**config.mk**
```make
export PLATFORM = sky130hd
export DESIGN_NAME = mem_read_streamer
export DESIGN_NICKNAME = d
export VERILOG_FILES = /design/src/rtl/mem_stream_pkg.sv /design/src/rtl/stream_skid_fifo.sv /design/src/rtl/mem_read_streamer.sv
export SDC_FILE = /design/constraint.sdc
export NUM_CORES = 1
export LEC_CHECK = 0
export BUFFER_PORTS_ARGS = -buffer_cell sky130_fd_sc_hd__buf_2
export CORE_ASPECT_RATIO = 1.2
export CORE_UTILIZATION = 50
export CTS_CLUSTER_SIZE = 30
export DETAILED_ROUTE_END_ITERATION = 12
export PLACE_DENSITY = 0.76
export SETUP_SLACK_MARGIN = 0.02
export SLEW_MARGIN = 20
export SYNTH_ARGS = -nofsm -noshare
export SYNTH_HDL_FRONTEND = slang
export SYNTH_SLANG_ARGS = --single-unit
```
**constraint.sdc**
```tcl
create_clock -name clk -period 2.25 [get_ports clk]
set_clock_uncertainty 0.15 [all_clocks]
set_input_delay 0.1125 -clock clk [delete_from_list [all_inputs] [get_ports clk]]
set_output_delay 0.1125 -clock clk [all_outputs]
set_load 0.03 [all_outputs]
```
**src/rtl/mem_stream_pkg.sv**
```systemverilog
// ---------------------------------------------------------------------------
// mem_stream_pkg
// Shared types and constants for the memory read streamer and its skid FIFO.
//   stream_state_t : transfer FSM states (IDLE, RUN, DRAIN)
//   FIFO_DEPTH     : skid buffer depth; two entries cover one read in flight
//                    plus one beat held while the sink stalls
//   FIFO_CNT_W     : width of the FIFO occupancy count (0..FIFO_DEPTH)
//   FIFO_PTR_W     : width of the FIFO read/write pointers
// ---------------------------------------------------------------------------
package mem_stream_pkg;

    typedef enum logic [1:0] {
        IDLE  = 2'd0,
        RUN   = 2'd1,
        DRAIN = 2'd2
    } stream_state_t;

    localparam int FIFO_DEPTH = 2;
    localparam int FIFO_CNT_W = $clog2(FIFO_DEPTH + 1);
    localparam int FIFO_PTR_W = $clog2(FIFO_DEPTH);

endpackage

```
**src/rtl/stream_skid_fifo.sv**
```systemverilog
// ---------------------------------------------------------------------------
// stream_skid_fifo
// Two-entry FIFO that absorbs beats already launched from the memory while the
// downstream sink is stalled. The head entry drives the read port directly, so
// the presented data stays stable until it is popped.
// Ports:
//   clk      in   rising-edge clock
//   rst_n    in   asynchronous active-low reset
//   wr_en    in   push wr_data (ignored when full and not popping)
//   wr_data  in   W-bit entry
//   rd_en    in   pop the head entry when rd_valid
//   rd_valid out  FIFO holds at least one entry
//   rd_data  out  head entry (zero after reset)
//   count    out  number of entries held
// ---------------------------------------------------------------------------
module stream_skid_fifo
    import mem_stream_pkg::*;
#(
    parameter int W = 9
) (
    input  logic                  clk,
    input  logic                  rst_n,
    input  logic                  wr_en,
    input  logic [W-1:0]          wr_data,
    input  logic                  rd_en,
    output logic                  rd_valid,
    output logic [W-1:0]          rd_data,
    output logic [FIFO_CNT_W-1:0] count
);

    localparam logic [FIFO_CNT_W-1:0] CNT_ONE  = {{(FIFO_CNT_W-1){1'b0}}, 1'b1};
    localparam logic [FIFO_CNT_W-1:0] CNT_FULL = FIFO_CNT_W'(FIFO_DEPTH);
    localparam logic [FIFO_PTR_W-1:0] PTR_ONE  = {{(FIFO_PTR_W-1){1'b0}}, 1'b1};

    logic [W-1:0]          store [FIFO_DEPTH];
    logic [FIFO_PTR_W-1:0] wr_ptr;
    logic [FIFO_PTR_W-1:0] rd_ptr;
    logic                  do_rd;
    logic                  do_wr;

    // A pop frees a slot in the same cycle, so a full FIFO can still accept a
    // push when the head is being consumed.
    always_comb begin
        do_rd    = rd_en && (count != '0);
        do_wr    = wr_en && ((count != CNT_FULL) || do_rd);
        rd_valid = (count != '0);
        rd_data  = store[rd_ptr];
    end

    // Storage, pointers and occupancy count.
    always_ff @(posedge clk or negedge rst_n) begin
        if (!rst_n) begin
            for (int i = 0; i < FIFO_DEPTH; i++) begin
                store[i] <= '0;
            end
            wr_ptr <= '0;
            rd_ptr <= '0;
            count  <= '0;
        end else begin
            if (do_wr) begin
                store[wr_ptr] <= wr_data;
                wr_ptr        <= wr_ptr + PTR_ONE;
            end
            if (do_rd) begin
                rd_ptr <= rd_ptr + PTR_ONE;
            end
            case ({do_wr, do_rd})
                2'b10:   count <= count + CNT_ONE;
                2'b01:   count <= count - CNT_ONE;
                default: count <= count;
            endcase
        end
    end

endmodule

```
**src/rtl/mem_read_streamer.sv**
```systemverilog
// ---------------------------------------------------------------------------
// mem_read_streamer
// On a start command reads len consecutive words from base_addr (wrapping
// modulo SIZE) out of a single-port memory with a 1-cycle registered read, and
// forwards them as a valid/ready stream with a last marker. Reads are issued
// only when the skid FIFO is guaranteed a free slot for the returning data, so
// no beat is ever lost or duplicated under any m_ready pattern.
//
// Optional feature macro: MEM_STREAM_CHK_EN
//   defined     : chk output carries the XOR of all accepted beats of the
//                 current/last transfer (cleared on an accepted start)
//   not defined : chk port and checksum logic are absent
//
// Ports:
//   clk          in   rising-edge clock, shared with the memory
//   rst_n        in   asynchronous active-low reset
//   start        in   1-cycle command pulse, ignored while busy
//   base_addr    in   first address, sampled with start
//   len          in   word count 0..SIZE, sampled with start
//   mem_we       out  memory write enable, always 0
//   mem_addr     out  memory address
//   mem_rd_data  in   memory read data, valid 1 cycle after mem_addr
//   m_valid      out  stream beat valid
//   m_data       out  stream beat data
//   m_last       out  final beat of the transfer
//   m_ready      in   sink accepts beat when m_valid && m_ready
//   busy         out  transfer in progress
//   done         out  1-cycle pulse when the transfer completes
//   chk          out  XOR checksum (MEM_STREAM_CHK_EN only)
// ---------------------------------------------------------------------------
module mem_read_streamer
    import mem_stream_pkg::*;
#(
    parameter int SIZE   = 256,
    parameter int WIDTH  = 8,
    parameter int ADDR_W = 8
) (
    input  logic              clk,
    input  logic              rst_n,
    input  logic              start,
    input  logic [ADDR_W-1:0] base_addr,
    input  logic [ADDR_W:0]   len,
    output logic              mem_we,
    output logic [ADDR_W-1:0] mem_addr,
    input  logic [WIDTH-1:0]  mem_rd_data,
    output logic              m_valid,
    output logic [WIDTH-1:0]  m_data,
    output logic              m_last,
    input  logic              m_ready,
    output logic              busy,
    output logic              done
`ifdef MEM_STREAM_CHK_EN
    ,
    output logic [WIDTH-1:0]  chk
`endif
);

    localparam logic [ADDR_W-1:0] LAST_ADDR = ADDR_W'(SIZE - 1);
    localparam logic [ADDR_W-1:0] ADDR_ONE  = {{(ADDR_W-1){1'b0}}, 1'b1};
    localparam logic [ADDR_W:0]   CNT_ONE   = {{ADDR_W{1'b0}}, 1'b1};

    stream_state_t         state;
    stream_state_t         state_nxt;
    logic [ADDR_W:0]       len_q;
    logic [ADDR_W:0]       issued;
    logic [ADDR_W:0]       accepted;
    logic                  in_flight;
    logic                  in_flight_last;
    logic [FIFO_CNT_W-1:0] fifo_count;
    logic                  fifo_valid;
    logic [WIDTH:0]        fifo_out;
    logic [FIFO_CNT_W:0]   committed;
    logic [FIFO_CNT_W:0]   credit_limit;
    logic                  start_ok;
    logic                  issue;
    logic                  issue_last;
    logic                  beat_acc;
    logic                  final_acc;

    // Handshake and issue decisions. A slot is committed once a read is
    // issued (in flight) and until its beat is popped; a beat popped this
    // cycle returns its slot immediately, which keeps 1 beat/cycle with
    // m_ready held high.
    always_comb begin
        start_ok     = (state == IDLE) && start;
        beat_acc     = fifo_valid && m_ready;
        final_acc    = beat_acc && (accepted == (len_q - CNT_ONE));
        committed    = {1'b0, fifo_count} + {{FIFO_CNT_W{1'b0}}, in_flight};
        credit_limit = (FIFO_CNT_W + 1)'(FIFO_DEPTH) + {{FIFO_CNT_W{1'b0}}, beat_acc};
        issue        = (state == RUN) && (issued < len_q) && (committed < credit_limit);
        issue_last   = issue && (issued == (len_q - CNT_ONE));
    end

    // FSM state register.
    always_ff @(posedge clk or negedge rst_n) begin
        if (!rst_n) begin
            state <= IDLE;
        end else begin
            state <= state_nxt;
        end
    end

    // FSM next state: RUN until the final read is issued, DRAIN until the
    // final beat is accepted. A zero-length start never leaves IDLE.
    always_comb begin
        state_nxt = state;
        case (state)
            IDLE:    if (start && (len != '0)) state_nxt = RUN;
            RUN:     if (issue_last)           state_nxt = DRAIN;
            DRAIN:   if (final_acc)            state_nxt = IDLE;
            default:                           state_nxt = IDLE;
        endcase
    end

    // FSM outputs.
    always_comb begin
        busy = (state != IDLE);
    end

    // Address, counters and the in-flight tag that marks which cycle's
    // mem_rd_data must be captured into the FIFO.
    always_ff @(posedge clk or negedge rst_n) begin
        if (!rst_n) begin
            mem_addr       <= '0;
            len_q          <= '0;
            issued         <= '0;
            accepted       <= '0;
            in_flight      <= 1'b0;
            in_flight_last <= 1'b0;
            done           <= 1'b0;
        end else begin
            done           <= (start_ok && (len == '0)) || final_acc;
            in_flight      <= issue;
            in_flight_last <= issue_last;
            if (start_ok) begin
                mem_addr <= base_addr;
                len_q    <= len;
                issued   <= '0;
                accepted <= '0;
            end else begin
                if (issue) begin
                    mem_addr <= (mem_addr == LAST_ADDR) ? '0 : mem_addr + ADDR_ONE;
                    issued   <= issued + CNT_ONE;
                end
                if (beat_acc) begin
                    accepted <= accepted + CNT_ONE;
                end
            end
        end
    end

    stream_skid_fifo #(
        .W (WIDTH + 1)
    ) u_fifo (
        .clk      (clk),
        .rst_n    (rst_n),
        .wr_en    (in_flight),
        .wr_data  ({in_flight_last, mem_rd_data}),
        .rd_en    (m_ready),
        .rd_valid (fifo_valid),
        .rd_data  (fifo_out),
        .count    (fifo_count)
    );

    // Stream outputs come straight from the FIFO head; last is masked so it
    // never shows on an empty FIFO.
    always_comb begin
        mem_we  = 1'b0;
        m_valid = fifo_valid;
        m_data  = fifo_out[WIDTH-1:0];
        m_last  = fifo_valid && fifo_out[WIDTH];
    end

`ifdef MEM_STREAM_CHK_EN
    // Running XOR of accepted beats; holds its final value until the next
    // accepted start.
    always_ff @(posedge clk or negedge rst_n) begin
        if (!rst_n) begin
            chk <= '0;
        end else if (start_ok) begin
            chk <= '0;
        end else if (beat_acc) begin
            chk <= chk ^ m_data;
        end
    end
`endif

endmodule
```
# Yosys cells after proc, flatten, opt, wreduce, memory -nomap -nowiden
# Cells that the tools add are included.
[totals]
reg_bits = 62
latch_bits = 0
mem_bits_rw = 0
mem_bits_ro = 0
inputBits = 29
output_inout_bits = 21
elab_cells = 81
memories = 0
[op_classes]
add_sub_neg = 10
mul = 0
n_div = 0
order_cmp = 5
n_eq_ne = 11
n_shift = 0
muxes = 18
n_bitwise = 2
n_reduce_logical = 22
[ops]
columns = ["cell", "count"]
rows = [
  ["9-bit 2-to-1 mux", 8],
  ["8-bit 2-to-1 mux", 3],
  ["9-bit by 1-bit adder with 9-bit output, second input constant", 2],
  ["18-bit bitwise mux", 1],
  ["9-bit equality test", 2],
  ["1-bit logical AND", 11],
  ["2-bit nonzero test", 5],
  ["9-bit demux with 1-bit select", 1],
  ["9-bit logical NOT", 1],
  ["9-bit < comparator", 1],
  ["9-bit nonzero test", 1],
  ["9-bit by 1-bit subtractor with 9-bit output, second input constant", 1],
  ["8-bit by 1-bit adder with 8-bit output, second input constant", 1],
  ["8-bit equality test, second input constant", 1],
  ["2-bit 2-to-1 mux", 3],
  ["2-bit inequality test, second input constant", 3],
  ["2-bit one-hot mux with 3 select lines", 1],
  ["2-bit by 1-bit equality test with 1-bit output, second input constant", 2],
  ["2-bit equality test, second input constant", 2],
  ["2-bit greater-or-equal comparator, second input constant", 2],
  ["1-bit NOT with 2-bit output", 2],
  ["2-bit one-hot mux with 2 select lines", 1],
  ["2-bit by 1-bit adder with 3-bit output", 1],
  ["2-bit by 1-bit adder with 3-bit output, first input constant", 1],
  ["9 further kinds", 11],
]

# Longest topological paths before layout
# Gate-level depths: netlist of the first run.
[depth]
ltp_word = 8
mapped_depth = 9

# By module
# A second synthesis of the first run with hierarchy kept.
[unflattened]
hier_cells = 344
hier_area_um2 = 3627.2
[by_module_without_submodules]
columns = ["module", "n_inst", "cells_per_inst", "area_per_inst_um2"]
rows = [
  ["mem_read_streamer", 1, 279, 2608.8],
  ["stream_skid_fifo", 1, 65, 1018.5],
]

# Least setup slack after synthesis of the first run
# No wires, ideal clock.
[synth_path]
path_type = "register to register"
start = "reg len_q[4]"
end = "reg issued[7]"
setup_time_ns = 0.128
t_arrival_ns = 2.236
t_required_ns = 1.972
slack_ns = -0.264
stages_incl_launch_ff = 8
path_cell_list = "dfrtp_1 inv_1 ha_1 a22o_1 o41ai_4 and4_1 nor2b_1 mux2_1"
[synth_between]
elab_chain_cells = 4
[synth_lines]
columns = ["element", "line_no", "source"]
rows = [
  ["start, declared", "mem_read_streamer.sv:64", "logic [ADDR_W:0] len_q;"],
  ["start signal, assigned", "mem_read_streamer.sv:137", "len_q <= len;"],
  ["9-bit < comparator", "mem_read_streamer.sv:90", "issue = (state == RUN) && (issued < len_q) && (committed < credit_limit);"],
  ["1-bit logical AND (2 in series)", "mem_read_streamer.sv:90", ""],
  ["2-bit nonzero test (no source line)", "n/a", ""],
  ["end signal, assigned", "mem_read_streamer.sv:143", "issued <= issued + CNT_ONE;"],
  ["end, declared", "mem_read_streamer.sv:65", "logic [ADDR_W:0] issued;"],
]
# No other way between the ends.
# A chain may end at the register's enable or synchronous reset.

# Worst setup path in the final report of the first run
# Ends and elaborated chain as after synthesis.

==> load_flow_metrics.sql, run 1 <==
INSERT INTO impl_metrics (metric_group, metric, value, unit) VALUES
('clock_tree', 'cts_inserted_buffers', '9', ''),
('logic_synthesis', 'yosys_most_used_dff', 'sky130_fd_sc_hd__dfrtp_1', ''),
('final_layout', 'postLayoutCellArea', '0.00492', 'mm^2'),
('power_and_ir_drop', 'share_comb_of_total_power', '0.604', ''),
('power_and_ir_drop', 'switchingPower', '3.36', 'mW'),
('routing', 'num_vias', '3053', ''),
('power_and_ir_drop', 'leakage', '2.26', 'nW'),
('global_routing', 'grt_pass1_vias', '3031', ''),
('power_and_ir_drop', 'peakVddDrop', '1020', 'uV'),
('routing', 'routed_wire_length_per_instance', '15.6', 'um'),
('power_and_ir_drop', 'total_power', '7.82', 'mW'),
('sta', 'max_clock_freq', '435', 'MHz'),
('logic_synthesis', 'syn_area_per_cell', '10.2', 'um^2'),
('routing', 'detailedRoute.firstIterationViolations', '169', ''),
('logic_synthesis', 'synth-async-reset-ratio', '1.00', ''),
('placed_design', 'io_buffer_count', '48', ''),
('logic_synthesis', 'synth.net_count', '392', ''),
('routing', 'detail_route.vias_per_cell', '5.43', ''),
('routing', 'ant_nets', '0', ''),
('flow_run', 'cap_viol_max_count', '0', ''),
('final_layout', 'layout.core_utilization', '0.722', ''),
('clock_tree', 'cts_tree', 'built', ''),
('sta', 'final-setup-viol-count', '3', ''),
('critical_path', 'crit_chain', 'inv_2 > ha_4 > a22o_1 > o41ai_4 > and4_1 > nor2b_4 > mux2_4', ''),
('final_layout', 'n_fill_cell', '475', ''),
('clock_tree', 'cts.reportedPaths.clkPinSlew', '0.07', 'ns'),
('global_routing', 'antenna_found_initial', '0', ''),
('global_routing', 'grt_first_pass_wirelength', '14.1', 'mm'),
('sta', 'final-max-slew-violation-count', '0', ''),
('critical_path', 'critPathCaptureType', 'flip-flop', ''),
('routing', 'post-route-drc-count', '0', ''),
('routing', 'wirelength', '8.79', 'mm'),
('placed_design', 'detailedPlacementHpwl', '5.76', 'mm'),
('power_and_ir_drop', 'power.share.sequential', '0.252', ''),
('clock_tree', 'cts_buffer_depth', '2', ''),
('global_routing', 'gr-total-overflow', '0', ''),
('sta', 'timing_worst_slew_pin_value', '0.770', 'ns'),
('run_status', 'outcome', 'finished, violations left', ''),
('power_and_ir_drop', 'power_density', '1590', 'mW/mm^2'),
('critical_path', 'crit_type', 'flip-flop to flip-flop', ''),
('sta', 'post-route-worst-setup-slack', '-0.0467', 'ns'),
('die', 'die-height', '94.1', 'um'),
('placed_design', 'postPlaceCellArea', '0.00414', 'mm^2'),
('run_status', 'violations', 'setup timing', ''),
('critical_path', 'worst_setup_path_start_kind', 'flip-flop', ''),
('clock_tree', 'clockRootBuffer', 'sky130_fd_sc_hd__clkbuf_8', ''),
('sta', 'final.min_clock_period', '2.30', 'ns'),
('final_layout', 'multi_input_area', '0.00206', 'mm^2'),
('final_layout', 'nets', '515', ''),
('global_routing', 'globalRouteTotalUtil', '0.251', ''),
('die', 'dieWidth', '78.7', 'um'),
('logic_synthesis', 'syn-instance-count', '347', ''),
('logic_synthesis', 'yosysWarnings', '0', ''),
('worst_hold_path', 'timing.hold.worst.class', 'primary input to flip-flop', ''),
('logic_synthesis', 'synth.distinct_cells', '50', ''),
('die', 'placementRows', '33', ''),
('critical_path', 'slowest_stage', 'sky130_fd_sc_hd__dfrtp_1', ''),
('die', 'io-pin-count', '50', ''),
('die', 'die_area', '0.00741', 'mm^2'),
('final_layout', 'share_of_final_layout_standard_cells_stronger_than_drive_strength_1', '0.392', ''),
('logic_synthesis', 'synth_enable_flop_cells', '0', ''),
('logic_synthesis', 'ys_seq_area_frac', '0.439', ''),
('placed_design', 'gp_routability_congestion', '0.871', ''),
('routing', 'detailedRoute.firstPassIterationCount', '4', ''),
('final_layout', 'syn_to_final_growth', '39.3', '%'),
('logic_synthesis', 'post_synth_design_cell_area', '0.00353', 'mm^2'),
('power_and_ir_drop', 'cell_internal_power', '4.46', 'mW'),
('critical_path', 'critical_path.max_stage_delay', '0.40', 'ns'),
('critical_path', 'critical_path_peak_fanout', '4', ''),
('die', 'core', '0.00681', 'mm^2'),
('critical_path', 'cp_data_required_time', '2.34', 'ns');
cell usage after synthesis (4+ instances only):
cell | number | area share
sky130_fd_sc_hd__nand4_1 | 6 | 0.011
sky130_fd_sc_hd__clkbuf_1 | 6 | 0.0064
sky130_fd_sc_hd__dfrtp_1 | 62 | 0.44
sky130_fd_sc_hd__nor3_1 | 4 | 0.0057
sky130_fd_sc_hd__a21oi_1 | 12 | 0.017
sky130_fd_sc_hd__nand2_1 | 33 | 0.035
sky130_fd_sc_hd__o211ai_1 | 4 | 0.0085
sky130_fd_sc_hd__mux2_2 | 26 | 0.083
sky130_fd_sc_hd__inv_1 | 19 | 0.020
sky130_fd_sc_hd__ha_1 | 16 | 0.057
sky130_fd_sc_hd__nor2_1 | 23 | 0.024
sky130_fd_sc_hd__o21ai_0 | 18 | 0.026
sky130_fd_sc_hd__xnor2_1 | 21 | 0.052
sky130_fd_sc_hd__xor2_1 | 20 | 0.050
sky130_fd_sc_hd__and3_1 | 10 | 0.018
sky130_fd_sc_hd__nand3_1 | 14 | 0.020
final timing paths:
kind                                from            end  slack [ns]  cells past startpoint
setup / recovery                len_q[4]      issued[7]       -0.05                      7
hold / removal                   m_ready  u_fifo.rd_ptr        0.03                      4
setup reg to reg                len_q[4]      issued[7]       -0.05                      7
hold reg to reg            u_fifo.wr_ptr  u_fifo.wr_ptr        0.35                      1
max in group asynchronous          rst_n    mem_addr[6]        1.14                      3
min in group asynchronous          rst_n    accepted[3]        0.31                      3
final cells by class:
cell class | count | area share
sequential | 62 | 0.315
multi-input combinational | 255 | 0.420
clock inverter | 7 | 0.0211
tap | 87 | 0.0221
timing repair buffer | 122 | 0.180
inverter | 20 | 0.0163
clock buffer | 9 | 0.0252
cells by family (layout without fill, tap and decap cells):
group | after synthesis | in the layout | share of synthesized area
muxes | 29 | 29 | 0.0917
DFF | 62 | 62 | 0.439
adders and majority gates | 16 | 16 | 0.0567
buffers and inverters | 30 | 158 | 0.0333
AOI/OAI and AO/OA | 57 | 57 | 0.111
xor gates and xnor gates | 42 | 42 | 0.108
other | 1 | 1 | 0.00106
and+or+nand+nor | 110 | 110 | 0.159
layer usage:
metal / part of all wire / global-route usage
met1: 0.42 / 0.289
met2: 0.52 / 0.449
met3: 0.032 / 0.0417
met4: 0.031 / 0.122
met5: 0 / 0
sequential cells by signal, indices dropped and copies added (netlist names):
| register | count |
|---|---|
| in_flight | 1 |
| u_fifo.count | 2 |
| state | 2 |
| u_fifo.wr_ptr | 1 |
| in_flight_last | 1 |
| mem_addr | 8 |
| len_q | 9 |
| issued | 9 |
| u_fifo.store | 18 |
| u_fifo.rd_ptr | 1 |
| accepted | 9 |
| done | 1 |
repair_timing:
action                     CTS  global route
hold endpoints to repair    96             0
setup endpoints to repair    8            19
buffers inserted             4             5
hold buffers                27             0
gates resized for setup      8            42
gates cloned                 0             0
pin swaps                    5            19
power by group through the flow:
stage,clock [mW],sequential [mW],combinational [mW]
after floorplan,0,2.06,2.50
after global placement,0,1.93,3.84
after detailed placement,0,1.95,3.93
after CTS,1.14,1.94,4.13
after global routing,1.19,2.03,5.09
final,1.13,1.97,4.72
per-stage QoR:
| stage | setup TNS [ns] | instances | hold WS [ns] |
|---|---|---|---|
| after CTS | -0.0178 | 557 | 0.0210 |
| after detailed placement | -0.170 | 510 | 0.173 |
| after global placement | -0.00114 | 510 | 0.164 |
| after global routing | -0.864 | 562 | 0.0453 |
| after floorplan | -0.376 | 347 | -0.333 |
| final | -0.0876 | 562 | 0.0258 |
critical path, delay by kind of cell (launching register included):
family	cells	cell delay, ns
AND/OR/NAND/NOR	2	0.43
AO/OA/AOI/OAI	2	0.61
adder cells (fa/ha/maj)	1	0.20
buffers and inverters	1	0.09
multiplexers	1	0.30
flip-flops	1	0.40
Power figures use the tool's default switching activity.
==> run 2, diff against run 1 <==
- PLACE_DENSITY: 0.76 -> 0.73
- clock period: 2.25 -> 2.5 ns (I/O delays scaled with it)
==> load_flow_metrics.sql, run 2 (synthesis results as in run 1) <==
INSERT INTO impl_metrics (metric_group, metric, value, unit) VALUES
('run_status', 'outcome', 'completed', ''),
('routing', 'wirelength', '8.16', 'mm'),
('placed_design', 'io_buffer_count', '48', ''),
('die', 'dieWidth', '78.7', 'um'),
('final_layout', 'layout_common_cells', '62 x sky130_fd_sc_hd__dfrtp_1, 48 x sky130_fd_sc_hd__buf_2, 33 x sky130_fd_sc_hd__nand2_1', ''),
('routing', 'routed_wire_length_per_instance', '15.2', 'um'),
('critical_path', 'r2r_cells', '7', ''),
('power_and_ir_drop', 'power_density', '1340', 'mW/mm^2'),
('die', 'placementRows', '33', ''),
('final_layout', 'largest_register_ffs', '18', ''),
('critical_path', 'critical_path_peak_fanout', '4', ''),
('placed_design', 'dp.cells', '490', ''),
('final_layout', 'sequential_cell_area', '0.00155', 'mm^2'),
('power_and_ir_drop', 'peakVddDrop', '714', 'uV'),
('final_layout', 'n_fill_cell', '550', ''),
('clock_tree', 'cts.reportedPaths.clkPinSlew', '0.08', 'ns'),
('flow_run', 'cap_viol_max_count', '0', ''),
('sta', 'finalCritPeriodShare', '0.954', ''),
('global_routing', 'grt_start_max_net_pins', '30', ''),
('clock_tree', 'cts_inserted_buffers', '9', ''),
('sta', 'report.final.hold_viol_count', '0', ''),
('clock_tree', 'cts_buffer_depth', '2', ''),
('final_layout', 'registers.top_by_ff_count', 'u_fifo.store', ''),
('final_layout', 'multi_input_area', '0.00189', 'mm^2'),
('final_layout', 'syn_to_final_growth', '28.3', '%'),
('final_layout', 'share_of_final_layout_standard_cells_stronger_than_drive_strength_1', '0.287', ''),
('critical_path', 'cp.arrival', '2.47', 'ns'),
('power_and_ir_drop', 'cell_internal_power', '3.41', 'mW'),
('sta', 'final-setup-viol-count', '0', ''),
('routing', 'detailedRoute.firstPassIterationCount', '4', ''),
('clock_tree', 'clockRootBuffer', 'sky130_fd_sc_hd__clkbuf_8', ''),
('routing', 'num_vias', '2944', ''),
('worst_hold_path', 'timing.hold.worst.class', 'primary input to asynchronous set/reset pin', ''),
('die', 'die_area', '0.00741', 'mm^2'),
('final_layout', 'diode_insertion_count_for_antenna_repair', '0', ''),
('critical_path', 'worst-r2r-setup-slack', '0.11', 'ns'),
('placed_design', 'postPlaceCellArea', '0.00397', 'mm^2'),
('clock_tree', 'cts_tree', 'built', ''),
('final_layout', 'postLayoutCellArea', '0.00453', 'mm^2'),
('die', 'io-pin-count', '50', ''),
('sta', 'final-max-slew-violation-count', '0', ''),
('global_routing', 'globalRouteTotalUtil', '0.238', ''),
('clock_tree', 'clkLatencyLatePin', '0.35', 'ns'),
('critical_path', 'critPathCapture', 'issued[7]', ''),
('routing', 'detailedRoute.firstIterationViolations', '81', ''),
('critical_path', 'r2r_path_end', 'issued[7]', ''),
('critical_path', 'critical_path.reg2reg.startpoint', 'len_q[4]', ''),
('placed_design', 'detailedPlacementHpwl', '5.83', 'mm'),
('global_routing', 'gr-total-overflow', '0', ''),
('global_routing', 'grt_pass1_vias', '2933', ''),
('final_layout', 'mostFrequentLayoutCell', 'sky130_fd_sc_hd__dfrtp_1', ''),
('routing', 'ant_nets', '0', ''),
('global_routing', 'antenna_found_initial', '0', ''),
('critical_path', 'worst_setup_path_start_kind', 'flip-flop', ''),
('routing', 'detail_route.vias_per_cell', '5.48', ''),
('sta', 'max_clock_freq', '419', 'MHz'),
('critical_path', 'cp-startpoint', 'len_q[4]', ''),
('die', 'core', '0.00681', 'mm^2'),
('power_and_ir_drop', 'total_power', '6.05', 'mW'),
('clock_tree', 'h_tree_depth', '3', ''),
('die', 'start_util', '0.518', ''),
('power_and_ir_drop', 'switching_share', '0.437', ''),
('global_routing', 'grt_first_pass_wirelength', '13.4', 'mm'),
('critical_path', 'crit_type', 'flip-flop to flip-flop', ''),
('power_and_ir_drop', 'share_comb_of_total_power', '0.534', ''),
('clock_tree', 'clock-sinks', '62', ''),
('critical_path', 'cp_data_required_time', '2.58', 'ns'),
('final_layout', 'layoutNonFillerInstCount', '537', ''),
('sta', 'setup_repair_after_global_routing_missed_its_margin', 'true', ''),
('power_and_ir_drop', 'leakage', '2.11', 'nW'),
('sta', 'final.min_clock_period', '2.39', 'ns'),
('power_and_ir_drop', 'clock_power_share', '0.170', ''),
('critical_path', 'critPathCaptureType', 'flip-flop', ''),
('sta', 'totalNegativeSetupSlack', '0', 'ns'),
('sta', 'worst_slew_margin_rel', '0.569', ''),
('power_and_ir_drop', 'power.share.sequential', '0.296', ''),
('die', 'die-height', '94.1', 'um'),
('final_layout', 'nets', '490', ''),
('routing', 'post-route-drc-count', '0', ''),
('placed_design', 'gp_routability_congestion', '0.884', ''),
('sta', 'timing_worst_slew_pin_value', '0.647', 'ns'),
('power_and_ir_drop', 'switchingPower', '2.64', 'mW');
[run 2: critical path: stages, from the launching register on]
cell,delay (ns)
sky130_fd_sc_hd__dfrtp_1,0.35
sky130_fd_sc_hd__inv_1,0.07
sky130_fd_sc_hd__ha_1,0.31
sky130_fd_sc_hd__a22o_1,0.24
sky130_fd_sc_hd__o41ai_4,0.38
sky130_fd_sc_hd__and4_1,0.28
sky130_fd_sc_hd__nor2b_4,0.15
sky130_fd_sc_hd__mux2_1,0.34
[run 2: power by group through the flow]
stage | clock, mW | sequential [mW] | combinational (mW)
floorplan | 0 | 1.86 | 2.23
global placement | 0 | 1.77 | 3.05
detailed placement | 0 | 1.80 | 3.12
CTS | 1.04 | 1.78 | 3.17
global route | 1.09 | 1.84 | 3.57
finish | 1.03 | 1.79 | 3.23
[run 2: per-layer routing]
layer | share of wire | routed length [um] | track usage | vias to the layer above
met4 | 0.026 | 210 | 0.110 | 0
met3 | 0.028 | 226 | 0.0330 | 14
li1 | - | - | - | 1420
met2 | 0.52 | 4270 | 0.430 | 50
met5 | 0 | 0 | 0 | -
met1 | 0.42 | 3460 | 0.275 | 1460
[run 2: final cells by class]
class                      instances  share of cell area
multi-input combinational        255               0.417
timing repair buffer              97               0.150
clock buffer                       9              0.0273
inverter                          20              0.0166
tap                               87              0.0240
sequential                        62               0.342
clock inverter                     7              0.0226
[run 2: worst min path at each step]
| stage | from | endpoint | slack [ns] | cells after the start |
|---|---|---|---|---|
| 6_report | rst_n | u_fifo.wr_ptr | 0.18 | 2 |
| 3_3_place_gp | rst_n | accepted[1] | 0.04 | 1 |
| 3_5_place_dp | rst_n | accepted[1] | 0.04 | 1 |
| 2_1_floorplan | rst_n | accepted[0] | -0.32 | 0 |
| 5_1_grt | rst_n | u_fifo.wr_ptr | 0.24 | 2 |
| 4_1_cts | rst_n | u_fifo.store[3] | 0.20 | 2 |
[run 2: what timing repair did]
| action | 4_1_cts | 5_1_grt |
|---|---|---|
| hold endpoints to repair | 62 | 0 |
| setup buffers | 0 | 3 |
| endpoints found under the setup margin | 0 | 5 |
| hold buffers | 28 | 0 |
| gates resized for setup | 0 | 5 |
[run 2: per-stage QoR]
step           setup WS (ns)  hold slack (ns)   util
5_1_grt              0.00568            0.237  0.665
4_1_cts               0.0351            0.196  0.658
6_report               0.114            0.181  0.665
3_5_place_dp          0.0626           0.0389  0.583
2_1_floorplan         0.0628           -0.321      -
3_3_place_gp           0.150           0.0400  0.583
==> run 3, diff against run 2 <==
- ABC_CLOCK_PERIOD_IN_PS: unset -> 2000
- PLACE_DENSITY: 0.73 -> 0.76
- clock period: 2.5 -> 2 ns (I/O delays scaled with it)
==> load_flow_metrics.sql, run 3 (synthesis results as in run 1) <==
INSERT INTO impl_metrics (metric_group, metric, value, unit) VALUES
('final_layout', 'layoutNonFillerInstCount', '591', ''),
('global_routing', 'grt_start_max_net_pins', '63', ''),
('power_and_ir_drop', 'clock_power_share', '0.134', ''),
('clock_tree', 'cts_inserted_buffers', '9', ''),
('global_routing', 'globalRouteTotalUtil', '0.266', ''),
('power_and_ir_drop', 'leakage', '2.44', 'nW'),
('sta', 'post-route-worst-setup-slack', '-0.362', 'ns'),
('sta', 'max_clock_freq', '423', 'MHz'),
('placed_design', 'dp.cells', '532', ''),
('final_layout', 'diode_insertion_count_for_antenna_repair', '0', ''),
('placed_design', 'io_buffer_count', '48', ''),
('critical_path', 'worst_setup_path_start_kind', 'flip-flop', ''),
('final_layout', 'syn_to_final_growth', '48.9', '%'),
('die', 'die-height', '94.1', 'um'),
('final_layout', 'mostFrequentLayoutCell', 'sky130_fd_sc_hd__dfrtp_1', ''),
('final_layout', 'share_of_final_layout_standard_cells_stronger_than_drive_strength_1', '0.437', ''),
('routing', 'detailedRoute.firstIterationViolations', '131', ''),
('clock_tree', 'cts.reportedPaths.clkPinSlew', '0.09', 'ns'),
('worst_hold_path', 'timing.hold.worst.class', 'primary input to flip-flop', ''),
('global_routing', 'antenna_found_initial', '0', ''),
('final_layout', 'layout_common_cells', '62 x sky130_fd_sc_hd__dfrtp_1, 60 x sky130_fd_sc_hd__buf_4, 48 x sky130_fd_sc_hd__buf_2', ''),
('power_and_ir_drop', 'share_comb_of_total_power', '0.641', ''),
('run_status', 'outcome', 'finished, violations left', ''),
('power_and_ir_drop', 'switching_share', '0.428', ''),
('sta', 'worst_slew_margin_rel', '0.670', ''),
('run_status', 'violations', 'setup timing', ''),
('die', 'placementRows', '33', ''),
('clock_tree', 'cts_tree', 'built', ''),
('die', 'dieWidth', '78.7', 'um'),
('clock_tree', 'clockRootBuffer', 'sky130_fd_sc_hd__clkbuf_8', ''),
('sta', 'timing_worst_slew_pin_value', '0.491', 'ns'),
('sta', 'finalCritPeriodShare', '1.18', ''),
('power_and_ir_drop', 'cell_internal_power', '5.53', 'mW'),
('routing', 'met1_length', '3.81', 'mm'),
('routing', 'wl_met3', '422', 'um'),
('routing', 'wirelength', '9.80', 'mm'),
('routing', 'wire_length_on_met2', '5.15', 'mm'),
('sta', 'whs', '0.0143', 'ns'),
('power_and_ir_drop', 'switchingPower', '4.14', 'mW'),
('sta', 'final-max-slew-violation-count', '0', ''),
('critical_path', 'critical_path_peak_fanout', '3', ''),
('clock_tree', 'clock-sinks', '62', ''),
('placed_design', 'gp_routability_congestion', '0.869', ''),
('routing', 'post-route-drc-count', '0', ''),
('routing', 'topRoutingLayerUsed', 'met4', ''),
('routing', 'detailedRoute.firstPassIterationCount', '4', ''),
('global_routing', 'gr-total-overflow', '0', ''),
('routing', 'detail_route.vias_per_cell', '5.49', ''),
('critical_path', 'critPathCaptureType', 'flip-flop', ''),
('die', 'start_util', '0.518', ''),
('critical_path', 'crit_type', 'flip-flop to flip-flop', ''),
('final_layout', 'layout.core_utilization', '0.772', ''),
('critical_path', 'cp_data_required_time', '2.10', 'ns'),
('routing', 'routed_wire_length_per_instance', '16.6', 'um'),
('clock_tree', 'cts_buffer_depth', '2', ''),
('sta', 'report.final.hold_viol_count', '0', ''),
('global_routing', 'grt_first_pass_wirelength', '15.0', 'mm'),
('sta', 'final-setup-viol-count', '22', ''),
('sta', 'final.min_clock_period', '2.36', 'ns'),
('power_and_ir_drop', 'peakVddDrop', '1360', 'uV'),
('die', 'io-pin-count', '50', ''),
('routing', 'ant_nets', '0', ''),
('power_and_ir_drop', 'power.share.sequential', '0.225', ''),
('critical_path', 'cp.arrival', '2.46', 'ns'),
('clock_tree', 'h_tree_depth', '3', ''),
('power_and_ir_drop', 'power_density', '1840', 'mW/mm^2'),
('routing', 'num_vias', '3243', ''),
('final_layout', 'largest_register_ffs', '18', ''),
('die', 'core', '0.00681', 'mm^2'),
('placed_design', 'detailedPlacementHpwl', '5.85', 'mm'),
('flow_run', 'cap_viol_max_count', '0', ''),
('sta', 'setup_repair_after_global_routing_missed_its_margin', 'true', ''),
('global_routing', 'grt_pass1_vias', '3298', ''),
('final_layout', 'registers.top_by_ff_count', 'u_fifo.store', ''),
('die', 'die_area', '0.00741', 'mm^2'),
('clock_tree', 'clkLatencyLatePin', '0.35', 'ns'),
('final_layout', 'nets', '544', '');
[run 3: critical path, cell delays in order (launching register included)]
cell                       delay [ns]
sky130_fd_sc_hd__dfrtp_1         0.40
sky130_fd_sc_hd__inv_2           0.09
sky130_fd_sc_hd__ha_4            0.20
sky130_fd_sc_hd__o211ai_1        0.21
sky130_fd_sc_hd__a21oi_2         0.08
sky130_fd_sc_hd__o41ai_4         0.39
sky130_fd_sc_hd__and4_1          0.27
sky130_fd_sc_hd__nor2b_2         0.16
sky130_fd_sc_hd__mux2_1          0.32
[run 3: final timing paths]
check | depth (start not counted) | start | endpoint | slack [ns]
setup / recovery | 8 | len_q[2] | issued[7] | -0.36
hold / removal | 4 | m_ready | u_fifo.rd_ptr | 0.01
setup reg to reg | 8 | len_q[2] | issued[7] | -0.36
hold reg to reg | 1 | state[1] | state[0] | 0.35
max in group asynchronous | 3 | rst_n | u_fifo.store[11] | 1.30
min in group asynchronous | 3 | rst_n | len_q[7] | 0.13
[run 3: power by group through the flow]
stage | clock (mW) | combinational (mW) | sequential [mW]
global placement | 0 | 4.63 | 2.14
global route | 1.36 | 6.64 | 2.24
detailed placement | 0 | 4.77 | 2.17
CTS | 1.30 | 5.61 | 2.16
finish | 1.29 | 6.20 | 2.18
floorplan | 0 | 2.82 | 2.32
[run 3: metrics by stage]
step | setup slack, ns | total power, mW | cell area [um^2] | TNS [ns]
global placement | -0.244 | 6.77 | 4320 | -2.29
CTS | -0.229 | 9.08 | 5100 | -2.73
finish | -0.362 | 9.68 | 5260 | -6.00
global route | -0.449 | 10.2 | 5260 | -8.29
detailed placement | -0.312 | 6.93 | 4320 | -3.53
floorplan | -0.413 | 5.14 | 3540 | -3.58
[run 3: final cells by class]
| cell class | instances | area, um^2 |
|---|---|---|
| Fill cell | 396 | 1550 |
| Timing Repair Buffer | 151 | 1160 |
| Tap cell | 87 | 109 |
| Multi-Input combinational cell | 255 | 2130 |
| Inverter | 20 | 80.1 |
| Clock buffer | 9 | 124 |
| Sequential cell | 62 | 1550 |
| Clock inverter | 7 | 104 |
[run 3: what timing repair did]
| item | CTS | global route |
|---|---|---|
| resized for setup | 49 | 19 |
| gates cloned | 0 | 0 |
| pin swaps | 26 | 16 |
| setup buffers | 7 | 10 |
| hold endpoints to repair | 96 | 0 |
| setup endpoints to repair | 21 | 26 |
| hold buffers | 27 | 0 |
[run 3: layer usage]
layer	global-route usage	vias up
li1	-	1528
met1	0.299	1577
met2	0.467	104
met3	0.0583	34
met4	0.142	0
met5	0	-
